==> src/rtl/serial_frame_receiver.sv <==
// serial_frame_receiver
//   Strobe-sampled serial receiver. A frame is one start bit (0), eight data
//   bits sent MSB first, an optional even-parity bit, and a stop bit (1).
//   Sin is looked at only on rising edges of clk where En=1. Every other
//   cycle leaves the state and the held results alone.
//
// Ports
//   clk     in   single clock, rising edge
//   reset   in   synchronous, active-high
//   Sin     in   serial line, idles high
//   En      in   bit strobe
//   Dout    out  [7:0] last received byte
//   Dvalid  out  one-cycle pulse after the stop-bit sample
//   PErr    out  parity error for the frame flagged by Dvalid
//   FErr    out  framing error (stop bit sampled 0) for that frame
//   Busy    out  frame in progress (state other than IDLE)
//
// Parameter
//   PARITY_EN  1: an even-parity bit follows the data; 0: no parity bit
//
// State table
//   state  | meaning
//   IDLE   | waiting for a start bit (0) on a strobe
//   DATA   | shifting in the eight data bits, MSB first
//   PARITY | sampling the parity bit (reached only when PARITY_EN=1)
//   STOP   | sampling the stop bit and publishing the frame result
module serial_frame_receiver #(
  parameter bit PARITY_EN = 1'b1
) (
  input  logic       clk,
  input  logic       reset,
  input  logic       Sin,
  input  logic       En,
  output logic [7:0] Dout,
  output logic       Dvalid,
  output logic       PErr,
  output logic       FErr,
  output logic       Busy
);

  typedef enum logic [1:0] {
    IDLE   = 2'd0,
    DATA   = 2'd1,
    PARITY = 2'd2,
    STOP   = 2'd3
  } state_t;

  state_t      state;
  state_t      state_nxt;
  logic [2:0]  bit_cnt;
  logic [7:0]  shift_reg;
  logic        par_bit;

  always_ff @(posedge clk) begin
    if (reset) begin
      state <= IDLE;
    end else begin
      state <= state_nxt;
    end
  end

  always_comb begin
    state_nxt = state;
    if (En) begin
      case (state)
        IDLE: begin
          if (!Sin) begin
            state_nxt = DATA;
          end
        end
        DATA: begin
          if (bit_cnt == 3'd7) begin
            state_nxt = PARITY_EN ? PARITY : STOP;
          end
        end
        PARITY: state_nxt = STOP;
        // The stop sample always returns to IDLE, even when it reads 0.
        // A low stop bit is a framing error, not the start of the next frame.
        STOP:   state_nxt = IDLE;
        default: state_nxt = IDLE;
      endcase
    end
  end

  assign Busy = (state != IDLE);

  always_ff @(posedge clk) begin
    if (reset) begin
      bit_cnt   <= 3'd0;
      shift_reg <= 8'h00;
      par_bit   <= 1'b0;
      Dout      <= 8'h00;
      Dvalid    <= 1'b0;
      PErr      <= 1'b0;
      FErr      <= 1'b0;
    end else begin
      // Dvalid drops on every edge unless this edge samples a stop bit.
      // This keeps the pulse to one cycle and forces it low on En=0 cycles.
      Dvalid <= 1'b0;
      if (En) begin
        case (state)
          IDLE: begin
            if (!Sin) begin
              bit_cnt <= 3'd0;
            end
          end
          DATA: begin
            shift_reg <= {shift_reg[6:0], Sin};
            // The counter wraps from 7 back to 0 on the eighth data bit.
            bit_cnt   <= bit_cnt + 3'd1;
          end
          PARITY: begin
            par_bit <= Sin;
          end
          STOP: begin
            Dout   <= shift_reg;
            Dvalid <= 1'b1;
            FErr   <= ~Sin;
            // Even parity: the data bits and the parity bit together
            // should contain an even number of ones.
            PErr   <= PARITY_EN ? ((^shift_reg) ^ par_bit) : 1'b0;
          end
          default: ;
        endcase
      end
    end
  end

endmodule

==> config.mk <==
export PLATFORM = sky130hd
export DESIGN_NAME = serial_frame_receiver
export DESIGN_NICKNAME = d
export VERILOG_FILES = /design/src/rtl/serial_frame_receiver.sv
export SDC_FILE = /design/constraint.sdc
export NUM_CORES = 1
export LEC_CHECK = 0
export BUFFER_PORTS_ARGS = -buffer_cell sky130_fd_sc_hd__buf_2
export CAP_MARGIN = 20
export CORE_MARGIN = 10
export CORE_UTILIZATION = 58
export CTS_CLUSTER_SIZE = 30
export DETAILED_ROUTE_END_ITERATION = 7
export HOLD_SLACK_MARGIN = 0.03
export PLACE_DENSITY = 0.8
export SLEW_MARGIN = 20
export SYNTH_ARGS = -nofsm -noshare
export SYNTH_HDL_FRONTEND = slang
export SYNTH_SLANG_ARGS = --single-unit
export TNS_END_PERCENT = 50
==> constraint.sdc <==
create_clock -name clk -period 2 [get_ports clk]
set_input_delay 0.5 -clock clk [delete_from_list [all_inputs] [get_ports clk]]
set_output_delay 0.5 -clock clk [all_outputs]
set_load 0.02 [all_outputs]
==> flow_summary.ini <==
[timing]
fmax_ghz = 0.5685
clock_skew_ps = 4.438
worst_slack_ps = 241.0
period_minus_slack_ps = 1759
relSlewSlack = 0.7074
period_share = 0.8795
setup_violations = 0
setup_tns_ps = 0
slew_viol_final = 0
final_hold_viol_count = 0
worst_pin_slew_ps = 434.3
rsz0062_at_grt = false

[yosys]
ys_ff_latch = 25
yosysSeqAreaShare = 0.4684
synth_cell_types = 20
syn-cell-area_mm2 = 0.001069
synth_nets = 137
synthTopCellsByArea = dfxtp_1 (47%), nand2_1 (11%), a21oi_1 (8.9%), ha_1 (8.2%), nand3_1 (4.2%)
synth_top_area_cell = dfxtp_1
synth_top_area_share = 0.4684
synth_cells = 126
syn_avg_cell_area_um2 = 8.480
yosysWarnings = 0

[global_routing]
grt_max_degree = 26
antenna_found_initial = 0
track_usage = 0.1037
grt_pass1_wl_um = 3477
first_global_vias = 782
grt.overflow.total = 0

[pwr]
switchingPower_uw = 196.2
power.total_uw = 801.0
p_seq_frac = 0.637
powerDensity_mw_per_mm2 = 676.8
irDropWorstVdd_uv = 452.2
clkPwrFrac = 0.265
leakage_nw = 0.4891
power_frac_comb = 0.098
swShare = 0.2449
intPower_uw = 604.8

[clocking]
htree_levels = 1
clk_pin_slew_worst_paths_ps = 130
cts_tree = done
cts_buffer_depth = 2
cts_hold_buf = 0
clockRootBuffer = clkbuf_4
post-cts-setup-buffers = 0
clock_latency_ps = 300
cts_buffers = 3
clkSinkCount = 25
ctsResizeCount = 0

[drt]
drt_iter0_markers = 18
wire_per_inst_um = 12.39
dr.pass1.iters = 5
vias_per_cell = 5.250
num_vias = 861
routed_wl_um = 2032
ant_nets = 0
drc = 0

[status]
status = completed

[placed_design]
dp_hpwl_um = 1579
port_buffers = 15
dp_worst_setup_slack_ps = 399.2
place_congestion = 0.7727

[worst_setup_path]
slowest_stage = dfxtp_1
worstPathArrival_ps = 1260
worst_ep_required_time_ps = 1500
crit_path_cell_trace = inv_1 -> ha_1 -> inv_1 -> buf_2
max_stage_delay_ps = 390
crit_family = flip-flops
cp_common_cell = inv_1
criticalPathCategory = reg -> out
startpoint_type = flip-flop
crit_fanout = 4
critical_path.endpoint_type = primary output
crit_buf_inv = 3

[run]
drv_cap = 0

[floorplanning]
rows = 15
start_util = 0.6122
io_pins = 16
die-area_mm2 = 0.003959
die_h_um = 62.92
core_mm2 = 0.001745
die_x_um = 62.92

[finish]
num-fill-cells = 152
n_antenna_cell = 0
final_util = 0.6781
nets = 151
layout_common_cells = nand2_1 (30), dfxtp_1 (25), a21oi_1 (19), buf_2 (15), nand3_1 (9)
final_layout_size_suffix_gt1_frac = 0.1511
area_growth_pct = 10.77
layout_commonest_cell = nand2_1

[worst_hold_path]
holdCritPathClass = reg -> reg
-- tightest hold or removal path, stage by stage, from the launching register on --
cell and delay [ps]:
dfxtp_1 330, nand2_1 50, a21oi_1 50
-- power by group through the flow --
stage               Combinational [mW]  Clock (mW)  Sequential [mW]
global placement                0.0767           0            0.521
CTS                             0.0786       0.217            0.510
finish                          0.0785       0.213            0.510
global route                    0.0863       0.245            0.512
detailed placement              0.0781           0            0.521
floorplan                       0.0589           0            0.520
-- routing by layer --
layer,global-route usage,vias up,part of all wire
li1,-,443,-
met3,0.04122,2,0.070
met2,0.1840,21,0.51
met1,0.1111,395,0.42
met5,0,-,0
met4,0.02514,0,0.0044
-- final timing paths --
| kind | startpoint | end | slack [ps] | cells after the start |
|---|---|---|---|---|
| hold reg to reg | Dout[3]$_SDFFE_PP0P_ | Dout[3]$_SDFFE_PP0P_ | 460 | 2 |
| setup / recovery | state[0]$_SDFFE_PP0P_ | Busy | 240 | 4 |
| setup reg to reg | state[0]$_SDFFE_PP0P_ | state[0]$_SDFFE_PP0P_ | 410 | 6 |
| hold / removal | Dout[3]$_SDFFE_PP0P_ | Dout[3]$_SDFFE_PP0P_ | 460 | 2 |
-- logic make-up after synthesis --
kind of cell / share of synthesized area
buf+inv: 0.03864
mux: 0.009368
flops: 0.4684
fa+ha+maj: 0.08196
xor+xnor: 0.06207
compound gates: 0.1394
simple gates: 0.2002
-- synthesized netlist by cell type --
library cell	instances
a211oi_1	1
a21boi_2	1
a21oi_1	19
a32oi_1	2
and2_1	1
clkbuf_1	7
dfxtp_1	25
ha_1	7
inv_1	4
mux2i_1	1
nand2_1	30
nand3_1	9
nand3b_1	3
nor2_1	6
nor3_1	1
o211ai_1	1
o21ai_0	2
xnor2_1	3
xnor3_1	1
xor2_1	2
-- stage by stage --
| step | cells | hold slack [ps] | cell area (µm²) |
|---|---|---|---|
| after floorplan | 126 | 444.0 | 1069 |
| after global placement | 160 | 440.2 | 1156 |
| after detailed placement | 160 | 443.0 | 1156 |
| after CTS | 164 | 460.6 | 1184 |
| after global routing | 164 | 463.7 | 1184 |
| final | 164 | 459.6 | 1184 |
-- layout make-up --
cell class | count | area, µm² | share of cell area
well taps | 25 | 31.28 | 0.02643
inverters | 4 | 15.01 | 0.01268
multi-input cells | 90 | 526.8 | 0.4450
clock inverters | 1 | 5.005 | 0.004228
repair buffers | 16 | 82.58 | 0.06977
flip-flops and latches | 25 | 500.5 | 0.4228
clock buffers | 3 | 22.52 | 0.01903
Power figures use the tool's default switching activity.
